[config.mk]
export PLATFORM = sky130hd
export DESIGN_NAME = rx_stamp_capture
export DESIGN_NICKNAME = d
export VERILOG_FILES = /design/src/rtl/rx_stamp_capture.sv
export SDC_FILE = /design/constraint.sdc
export NUM_CORES = 1
export LEC_CHECK = 0
export ABC_AREA = 1
export CORE_MARGIN = 3
export CORE_UTILIZATION = 46
export CTS_CLUSTER_SIZE = 16
export DETAILED_ROUTE_END_ITERATION = 6
export PLACE_DENSITY_LB_ADDON = 0.25
export RECOVER_POWER = 50
export SYNTH_ARGS = -nofsm -noshare
export SYNTH_HDL_FRONTEND = slang
export SYNTH_SLANG_ARGS = --single-unit
export TNS_END_PERCENT = 5
[constraint.sdc]
create_clock -name clk -period 8 [get_ports clk]
set_clock_uncertainty 0.2 [all_clocks]
set_input_delay 1.2 -clock clk [delete_from_list [all_inputs] [get_ports clk]]
set_output_delay 1.2 -clock clk [all_outputs]
set_load 0.005 [all_outputs]
[src/rtl/rx_stamp_capture.sv]
// Time-stamped UART byte capture: tags each received byte with the current stamp and a
// start-of-frame flag (frames delimited by idle gaps), buffered in a show-ahead FIFO.
module rx_stamp_capture #(
  parameter int          DEPTH      = 8,
  parameter logic [15:0] GAP_CYCLES = 16'd400
) (
  input  logic                     clk,
  input  logic                     rst,
  input  logic [7:0]               rx_byte_i,
  input  logic                     rx_valid_i,
  input  logic [3:0]               acqurate_stamp_i,
  input  logic [11:0]              millisecond_stamp_i,
  input  logic [31:0]              second_stamp_i,
  input  logic                     clear_i,
  output logic                     out_valid_o,
  input  logic                     out_ready_i,
  output logic [7:0]               out_byte_o,
  output logic                     out_sof_o,
  output logic [3:0]               out_acqurate_o,
  output logic [11:0]              out_ms_o,
  output logic [31:0]              out_sec_o,
  output logic [$clog2(DEPTH):0]   fifo_count_o,
  output logic                     overflow_o
);

  localparam int AW = $clog2(DEPTH);
  localparam int CW = AW + 1;
  localparam int EW = 57;

  typedef enum logic {IDLE, IN_FRAME} state_t;

  state_t          state_q, state_d;
  logic [15:0]     gap_q, gap_d;
  logic            pending_sof_q, pending_sof_d;
  logic [AW-1:0]   wr_ptr_q, wr_ptr_d;
  logic [AW-1:0]   rd_ptr_q, rd_ptr_d;
  logic [CW-1:0]   count_q, count_d;
  logic            overflow_q, overflow_d;
  logic [EW-1:0]   head_q, head_d;
  logic [EW-1:0]   mem_q [DEPTH];

  logic            full;
  logic            pop;
  logic            frame_start;
  logic            wr_en;
  logic [EW-1:0]   wr_entry;

  assign full        = (count_q == CW'(DEPTH));
  assign pop         = (count_q != '0) && out_ready_i;
  assign frame_start = (state_q == IDLE) && rx_valid_i;
  // A full FIFO still accepts a byte when the head leaves in the same cycle.
  assign wr_en       = rx_valid_i && !clear_i && (!full || pop);
  assign wr_entry    = {(frame_start || pending_sof_q), rx_byte_i, acqurate_stamp_i,
                        millisecond_stamp_i, second_stamp_i};

  always_comb begin
    state_d       = state_q;
    gap_d         = gap_q;
    pending_sof_d = pending_sof_q;
    wr_ptr_d      = wr_ptr_q;
    rd_ptr_d      = rd_ptr_q;
    count_d       = count_q;
    overflow_d    = overflow_q;
    head_d        = head_q;
    if (clear_i) begin
      state_d       = IDLE;
      gap_d         = '0;
      pending_sof_d = 1'b0;
      wr_ptr_d      = '0;
      rd_ptr_d      = '0;
      count_d       = '0;
      overflow_d    = 1'b0;
      head_d        = '0;
    end else begin
      case (state_q)
        IDLE: begin
          if (rx_valid_i) begin
            state_d = IN_FRAME;
            gap_d   = '0;
          end
        end
        IN_FRAME: begin
          if (rx_valid_i) begin
            gap_d = '0;
          end else if (gap_q == GAP_CYCLES - 16'd1) begin
            state_d = IDLE;
            gap_d   = '0;
          end else begin
            gap_d = gap_q + 16'd1;
          end
        end
        default: state_d = IDLE;
      endcase

      // sof survives a dropped first byte until some byte of the frame is stored.
      if (wr_en) begin
        pending_sof_d = 1'b0;
      end else if (frame_start) begin
        pending_sof_d = 1'b1;
      end

      if (wr_en) wr_ptr_d = wr_ptr_q + AW'(1);
      if (pop)   rd_ptr_d = rd_ptr_q + AW'(1);
      count_d = count_q + CW'(wr_en) - CW'(pop);

      if (rx_valid_i && full && !pop) overflow_d = 1'b1;

      // New entry bypasses memory when it becomes the head immediately.
      if (wr_en && ((count_q - CW'(pop)) == '0)) begin
        head_d = wr_entry;
      end else begin
        head_d = mem_q[rd_ptr_d];
      end
    end
  end

  always_ff @(posedge clk) begin
    if (!rst) begin
      state_q       <= IDLE;
      gap_q         <= '0;
      pending_sof_q <= 1'b0;
      wr_ptr_q      <= '0;
      rd_ptr_q      <= '0;
      count_q       <= '0;
      overflow_q    <= 1'b0;
      head_q        <= '0;
    end else begin
      state_q       <= state_d;
      gap_q         <= gap_d;
      pending_sof_q <= pending_sof_d;
      wr_ptr_q      <= wr_ptr_d;
      rd_ptr_q      <= rd_ptr_d;
      count_q       <= count_d;
      overflow_q    <= overflow_d;
      head_q        <= head_d;
    end
  end

  always_ff @(posedge clk) begin
    if (rst && wr_en) mem_q[wr_ptr_q] <= wr_entry;
  end

  assign {out_sof_o, out_byte_o, out_acqurate_o, out_ms_o, out_sec_o} = head_q;
  assign out_valid_o  = (count_q != '0);
  assign fifo_count_o = count_q;
  assign overflow_o   = overflow_q;

endmodule

==> results of run 1 <==
-- synth_stat cells --
library cell / n
nand3_1: 472
inv_1: 471
nand2_1: 464
edfxtp_1: 456
dfxtp_1: 86
a21oi_1: 75
o21ai_0: 67
buf_2: 64
nor2_1: 45
clkbuf_1: 39
buf_4: 15
ha_1: 11
nand4_1: 7
nor3_1: 4
inv_2: 3
nand2_2: 3
o21ai_1: 3
a31oi_1: 2
buf_1: 2
nand2_4: 2
nor4_1: 2
xor2_1: 2
fa_1: 1
nand4_2: 1
nor2_2: 1
nor3b_1: 1
o21ai_2: 1
o21bai_1: 1
-- worst paths after layout --
check / from / endpoint / cells after the start / slack, ps
worst max-delay path: clear_i / mem_q[2][13] / 8 / 2880
worst max register to register: fifo_count_o[2] / head_q[34] / 11 / 3560
worst min register to register: overflow_o / overflow_o / 2 / 280
worst min-delay path: overflow_o / overflow_o / 2 / 280
-- state kept, by name, summed over array words and instances, names as in the netlist --
| register | cells |
|---|---|
| mem_q | 456 |
| fifo_count_o | 4 |
| rd_ptr_q | 3 |
| state_q | 1 |
| overflow_o | 1 |
| wr_ptr_q | 3 |
| head_q | 57 |
| pending_sof_q | 1 |
| gap_q | 16 |
-- cells by family (layout without fill, tap and decap cells) --
logic type / Yosys count / count (layout)
AO/OA/AOI/OAI: 149 / 149
XOR/XNOR: 2 / 2
adder cells (fa/ha/maj): 12 / 12
buffers and inverters: 594 / 726
flip-flops: 542 / 542
other: 0 / 3
AND/OR/NAND/NOR: 1002 / 1002
-- worst max-delay path, cell delays in order --
cell and delay [ps]:
dlygate4sd3_1 600, nor2_4 110, buf_4 680, inv_1 670, nor2_1 230, nand2_1 240
nor2_4 770, buf_4 580
-- per-stage QoR --
| step | utilization | instances |
|---|---|---|
| 3_3_place_gp | 0.506 | 2989 |
| 4_1_cts | 0.545 | 3097 |
| 2_1_floorplan | - | 2301 |
| 5_1_grt | 0.546 | 3098 |
| 3_5_place_dp | 0.506 | 2989 |
| 6_report | 0.546 | 3100 |
-- area by class of cell --
cell class,count,area (um2)
fillers,4240,22400
flip-flops and latches,542,15400
multi-input cells,1165,5490
inverters,474,1780
clock buffers,74,1550
repair buffers,144,1390
well taps,664,831
clock inverters,34,408
diodes,3,7.51
-- layer usage --
layer  global-route usage  wire (um)  up-vias
met1                0.270      23400     7612
met4               0.0635       1320        4
met5                    0         27        -
met2                0.345      26400      489
met3               0.0419       3640       97
li1                     -          -     7683
-- power breakdown --
| group | total (mW) | internal (mW) | switching, mW |
|---|---|---|---|
| sequential | 3.16 | 3.13 | 0.0278 |
| clock | 2.74 | 1.66 | 1.08 |
| combinational | 1.17 | 0.365 | 0.803 |
==> run metrics, run 1 <==
post-synthesis simple-gate area fraction 0.191; total global-route track usage 0.205; part of the Yosys area used for sequential elements 0.667; fin crit share 0.639; row cnt 81; number of global-route vias before repair 15700; Yosys top cell area share 0.592; Max Cap Viol 0; post-CTS setup buffer count 0; placed cell areas 24900 um2; post-layout power 7.06 mW; worst min path class reg2reg; RSZ-0062 raised after global routing no; commonest non-fill, non-tap cell in the layout inv_1; Synth area leaders edfxtp_1, nand3_1, inv_1; crit path time final 5120 ps; synthesized instance count 2301; CP endpoint kind flop; Compound-Gate Fraction of Synth Area 0.0326; CP max FO 65; commonest cells after routing, fill and taps aside inv_1, nand3_1, nand2_1; # hold bufs at CTS 0; Least-Margin Pin Slew 1190 ps; post-synthesis xor/xnor area fraction 0.000757; number of library cell types mapped by synthesis 28; port bufs 123; cell taking the most area after synthesis edfxtp_1; CTS Buffer Depth 3; fin area 26900 um2; synth-to-layout area growth 16.2%; post-synthesis mux area share 0; via count 15900; count of final hold-check violations 0; Synth Net Count 2374; CTS sink count 542; Setup WS pre-CTS 2420 ps; Final TNS setup 0 ps; Max Clk Rate 0.195 GHz; post-CTS sizing 0; CTS tree done; setup violators final 0; critical path startpoint category primary input; drt drc 0; Setup CP Type in2reg; share of cells above drive strength 1 0.0559; hpwl dp 28500 um; fin. max-slew vios 0; drt via density 5.12; pin count of the biggest net entering global routing 171; Worst-path clk slew 60 ps; Total Nets Final 2457; initial antenna violation count 6; mean post-synth cell area 10.1 um2; CTS Buf Count 57; drt initial violations 1369; GRT overflow 0; outcome completed; first-pass GRT wire length 85700 um; Slew HR 0.204; post-synthesis adder-cell area fraction 0.00682; Static Leak 11.3 nW; Root Driver clkbuf_16; maximum vdd drop 0.168 mV; arrival time worst endpoint 5150 ps; combinational family with the most area after synthesis simple AND/OR/NAND/NOR gates; Avg WL per Cell 17.7 um; CP required 8030 ps; chip width 230 um; Post-Route WL 54800 um; pwr dens 263 nW/um2; core area 49300 um2; worst skew pair latency 610 ps; Pre-antenna DRT Iters 5; Syn Std Cell Area 23100 um2; Die H 230 um; Synth Warn # 0; Routability Congestion 0.803; final setup margin 2880 ps; Routed Antenna Nets 0; die area 53000 um2; synthesized flop and latch total 542; starting density of the core 0.470; H-tree level count 2; I/O pin total 124; worst hold slack 280 ps
(Power assumes the default switching activity.)
==> inputs of run 2 (changes only) <==
- clock period: 8 -> 4.5 ns (I/O delays scaled with it)
==> run metrics, run 2 (synthesis results as in run 1) <==
outcome complete, but fails checks; violated checks capacitance limit, slew limit; Root Driver clkbuf_16; worst hold slack 296 ps (+15.6 ps); fin. max-slew vios 63 (+63); CP max stage delay 640 ps (-130 ps); Avg WL per Cell 18.0 um (+1.8%); Top cell by count, worst path inv_1; slowest CP cell nand4_4; WHS Path Cells 2 (unchanged); total global-route track usage 0.212 (+0.00683); Slew HR -0.0919 (-0.296); RSZ-0062 raised after global routing no; drt initial violations 1353 (-1.2%); CP required 4800 ps (-3230 ps); Final TNS setup 0 ps (unchanged); CTS Buffer Depth 3 (unchanged); Routed Antenna Nets 0 (unchanged); Max Cap Viol 1 (+1); filler cell count 4186 (-1.3%); count of final hold-check violations 0 (unchanged); Placed Cells incl. Taps 3007 (+0.60%); fin crit share 0.806; final non-filler cell total 3113 (+0.42%); Pre-antenna DRT Iters 5 (unchanged); Least-Margin Pin Slew 1640 ps (+447 ps); critical path's top delay family simple AND/OR/NAND/NOR gates; maximum vdd drop 0.296 mV (+76%); Worst R2R Start fifo_count_o[2]; critical path startpoint category flop; crit path time final 3630 ps; Buf/Inv on CP 4 (unchanged); Static Leak 11.3 nW (-0.22%); post-CTS setup buffer count 0 (unchanged); CTS tree done; max FFs per register 456 (unchanged); share of cells above drive strength 1 0.0576 (+0.00175); Max Clk Rate 0.276 GHz; initial antenna violation count 7 (+1); Hold Startpoint gap_q[14]; Setup WS pre-CTS 770 ps (-1650 ps); CP max FO 48 (-26%); Top Registers mem_q x456, head_q x57, gap_q x16; pin count of the biggest net entering global routing 88 (-49%); setup violators final 0 (unchanged); I/O pin total 124 (unchanged); GRT overflow 0 (unchanged); die area 53000 um2 (unchanged); Setup CP Type reg2reg; drt via density 5.15 (+0.49%); core area 49300 um2 (unchanged); first-pass GRT wire length 88000 um (+2.7%); Post-Route WL 56000 um (+2.2%); arrival time worst endpoint 3930 ps (-1220 ps); commonest cells after routing, fill and taps aside inv_1, nand3_1, nand2_1; Routability Congestion 0.770 (-4.2%); commonest non-fill, non-tap cell in the layout inv_1; CTS Buf Count 55 (-3.5%); final setup margin 871 ps (-2010 ps); via count 16000 (+0.91%); worst min path class reg2reg; FF-to-FF End head_q[56]; Total Nets Final 2473 (+0.65%); reg2reg path depth 13 (+2); H-tree level count 2 (unchanged); hpwl dp 29400 um (+2.9%); starting density of the core 0.470 (unchanged); drt drc 0 (unchanged); pwr dens 449 nW/um2 (+71%); reg2reg setup slack 870 ps (-2690 ps); # hold bufs at CTS 0 (unchanged); Worst-path clk slew 60 ps (about the same); port bufs 123 (unchanged); number of global-route vias before repair 16000 (+1.9%); CP Cell Sequence inv_1 -> ha_1 -> nand2_4 -> nand2_1 -> inv_1 -> ha_1 -> o21ai_0 -> nand4_4 -> buf_12 -> nor2_1 -> nor2_1 -> nand2_1 -> inv_1; worst skew pair latency 610 ps (about the same); post-CTS sizing 0 (unchanged); Die H 230 um (unchanged); CP endpoint kind flop; CTS sink count 542 (unchanged); post-layout power 12.1 mW (+71%); Reg with most FFs mem_q; Hold Path Sink gap_q[14]; synth-to-layout area growth 16.4%; row cnt 81 (unchanged); chip width 230 um (unchanged)
run 2: cell count changes in the layout (fill, tap and decap cells not counted), sizes merged:
cell | before | now
bufinv | 9 | 2
clkinv | 20 | 21
inv | 477 | 475
clkdlybuf4s50 | 3 | 15
buf | 21 | 37
dlygate4sd3 | 120 | 108
clkbuf | 74 | 79
run 2: per-stage QoR:
stage | area, um2 | util
6_report | 26900 | 0.546
5_1_grt | 26900 | 0.546
4_1_cts | 26900 | 0.547
3_5_place_dp | 25200 | 0.512
3_3_place_gp | 25200 | 0.512
2_1_floorplan | 23100 | -
run 2: worst reg2reg max path, cell delays in order, from the launching register on:
cell	delay, ps
dfxtp_1	340
inv_1	150
ha_1	220
nand2_4	110
nand2_1	420
inv_1	140
ha_1	220
o21ai_0	300
nand4_4	640
buf_12	470
nor2_1	130
nor2_1	50
nand2_1	120
inv_1	40
run 2: layout make-up:
class | count | area, um2 | share of cell area
Timing Repair Buffer | 162 | 1710 | 0.0634
Clock buffer | 77 | 1530 | 0.0569
Sequential cell | 542 | 15400 | 0.573
Clock inverter | 26 | 190 | 0.00707
Multi-Input combinational cell | 1165 | 5460 | 0.203
Inverter | 474 | 1780 | 0.0661
Tap cell | 664 | 831 | 0.0309
Antenna cell | 3 | 7.51 | 0.000279
run 2: how the worst max path moves through the flow:
| stage | from | end | slack [ps] | cells past startpoint |
|---|---|---|---|---|
| 2_1_floorplan | fifo_count_o[2] | mem_q[4][0] | -1310 | 9 |
| 3_3_place_gp | out_ready_i | head_q[56] | 820 | 12 |
| 3_5_place_dp | out_ready_i | head_q[27] | 770 | 9 |
| 4_1_cts | fifo_count_o[2] | head_q[56] | 1220 | 13 |
| 5_1_grt | fifo_count_o[2] | head_q[25] | 540 | 12 |
| 6_report | fifo_count_o[2] | head_q[56] | 870 | 13 |
run 2: per-layer routing:
metal | vias up | track usage | part of all wire
met4 | 6 | 0.0645 | 0.024
li1 | 7722 | - | -
met5 | - | 0 | 0.00057
met1 | 7653 | 0.281 | 0.42
met2 | 529 | 0.357 | 0.48
met3 | 119 | 0.0406 | 0.073
run 2: where the power goes:
group	leakage (nW)	internal, mW	switching [mW]
combinational	5.63	0.695	1.45
sequential	4.81	5.56	0.0501
clock	0.844	2.48	1.84
total	11.3	8.74	3.35
==> inputs of run 3 (changes only) <==
- clock period: 4.5 -> 3.7 ns (I/O delays scaled with it)
==> run metrics, run 3 (synthesis results as in run 1) <==
outcome completed; Final TNS setup 0 ps (unchanged); Reg with most FFs mem_q; core area 49300 um2 (unchanged); initial antenna violation count 2 (-5); post-CTS setup buffer count 0 (unchanged); CP required 3740 ps (-1060 ps); CP max FO 57 (+19%); Slew HR 0.334 (+0.426); pwr dens 549 nW/um2 (+22%); Multi-input gate area 5470 um2 (+0.21%); count of final hold-check violations 0 (unchanged); total global-route track usage 0.206 (-0.00666); maximum vdd drop 0.367 mV (+24%); starting density of the core 0.470 (unchanged); critical path's top delay family simple AND/OR/NAND/NOR gates; Top cell by count, worst path nand2_1; pin count of the biggest net entering global routing 115 (+31%); GRT overflow 0 (unchanged); commonest non-fill, non-tap cell in the layout inv_1; Worst-path clk slew 60 ps (about the same); Avg WL per Cell 17.6 um (-2.3%); hpwl dp 29900 um (+2.0%); Routed Antenna Nets 0 (unchanged); drt initial violations 1309 (-3.3%); crit path time final 3060 ps (-567 ps); H-tree level count 2 (unchanged); synth-to-layout area growth 16.7%; share of cells above drive strength 1 0.0556 (-0.00204); Static Leak 11.3 nW (+0.47%); fin crit share 0.828 (+0.0211); post-CTS sizing 0 (unchanged); setup violators final 0 (unchanged); I/O pin total 124 (unchanged); Least-Margin Pin Slew 995 ps (-643 ps); slowest CP cell buf_12; Routability Congestion 0.820 (+6.5%); CP max stage delay 380 ps (-260 ps); RSZ-0062 raised after global routing no; port bufs 123 (unchanged); CTS Buffer Depth 3 (unchanged); placed cell areas 25300 um2 (+0.25%); filler cell count 4224 (+0.91%); commonest cells after routing, fill and taps aside inv_1, nand3_1, nand2_1; row cnt 81 (unchanged); worst min path class reg2reg; number of global-route vias before repair 15700 (-1.6%); fin. max-slew vios 0 (-100%); Buf/Inv on CP 3 (-1); die area 53000 um2 (unchanged); max FFs per register 456 (unchanged); Setup CP Type reg2reg; chip width 230 um (unchanged); worst skew pair latency 590 ps (-20 ps); CTS Buf Count 56 (+1.8%); Root Driver clkbuf_16; final core occ 0.548 (+0.00165); Post-Route WL 54600 um (-2.4%); # hold bufs at CTS 0 (unchanged); CTS tree done; drt drc 0 (unchanged); arrival time worst endpoint 3100 ps (-830 ps); fin area 27000 um2 (+0.30%); critical path startpoint category flop; Total Nets Final 2475 (+0.081%); Pre-antenna DRT Iters 5 (unchanged); CP endpoint kind flop; Die H 230 um (unchanged); FF+latch area 15400 um2 (unchanged); drt via density 5.12 (-0.58%); CTS sink count 542 (unchanged); Max Cap Viol 0 (-1); Top Registers mem_q x456, head_q x57, gap_q x16; Max Clk Rate 0.327 GHz (+19%); first-pass GRT wire length 86400 um (-1.9%); via count 15900 (-0.64%); CP Cell Sequence inv_1 -> ha_1 -> nand2_1 -> nand2_4 -> nand2_1 -> nand2_1 -> inv_1 -> nand3_1 -> nor3_4 -> buf_12
-- run 3: changes by cell type in the layout (fill, tap and decap cells not counted), moves of 2 or more --
cell | previous run | this run
buf_12 | 15 | 19
buf_4 | 22 | 20
clkdlybuf4s50_1 | 15 | 9
clkinv_1 | 8 | 13
clkinv_2 | 12 | 7
diode_2 | 3 | 1
dlygate4sd3_1 | 108 | 114
-- run 3: final cells by class --
cell class | count | share of cell area
Sequential cell | 542 | 0.571
Multi-Input combinational cell | 1165 | 0.203
Inverter | 474 | 0.0659
Timing Repair Buffer | 163 | 0.0654
Clock buffer | 76 | 0.0570
Tap cell | 664 | 0.0308
Clock inverter | 26 | 0.00732
Antenna cell | 1 | 0.0000927
-- run 3: per-layer routing --
metal / up-vias / part of all wire / track usage
met2: 465 / 0.48 / 0.343
met5: - / 0.00024 / 0
met3: 72 / 0.067 / 0.0337
met4: 2 / 0.019 / 0.0592
met1: 7679 / 0.44 / 0.279
li1: 7708 / - / -
-- run 3: final timing paths --
check,cells past startpoint,start,to,slack (ps)
max reg2reg,10,fifo_count_o[2],mem_q[5][8],640
min,2,gap_q[4],gap_q[4],300
max,10,fifo_count_o[2],mem_q[5][8],640
min reg2reg,2,gap_q[4],gap_q[4],300
-- run 3: stage by stage --
step | hold slack [ps] | std cells | power (mW) | worst slack (ps)
final | 298 | 3111 | 14.8 | 638
after global routing | 321 | 3111 | 15.5 | 455
after CTS | 295 | 3110 | 15.0 | 847
after detailed placement | 287 | 3008 | 9.66 | 504
after global placement | 270 | 3008 | 9.62 | 600
after floorplan | 259 | 2301 | 8.57 | -601
-- run 3: report_power, final --
| group | internal (mW) | switching, mW |
|---|---|---|
| Sequential | 6.77 | 0.0614 |
| Clock | 3.10 | 2.26 |
| Combinational | 0.876 | 1.77 |
-- run 3: worst reg2reg max path, delay by kind of cell, from the launching register on --
family / cells / cell delay, ps
AND/OR/NAND/NOR: 6 / 1340
buffers and inverters: 3 / 590
flip-flops: 1 / 360
adder cells (fa/ha/maj): 1 / 210
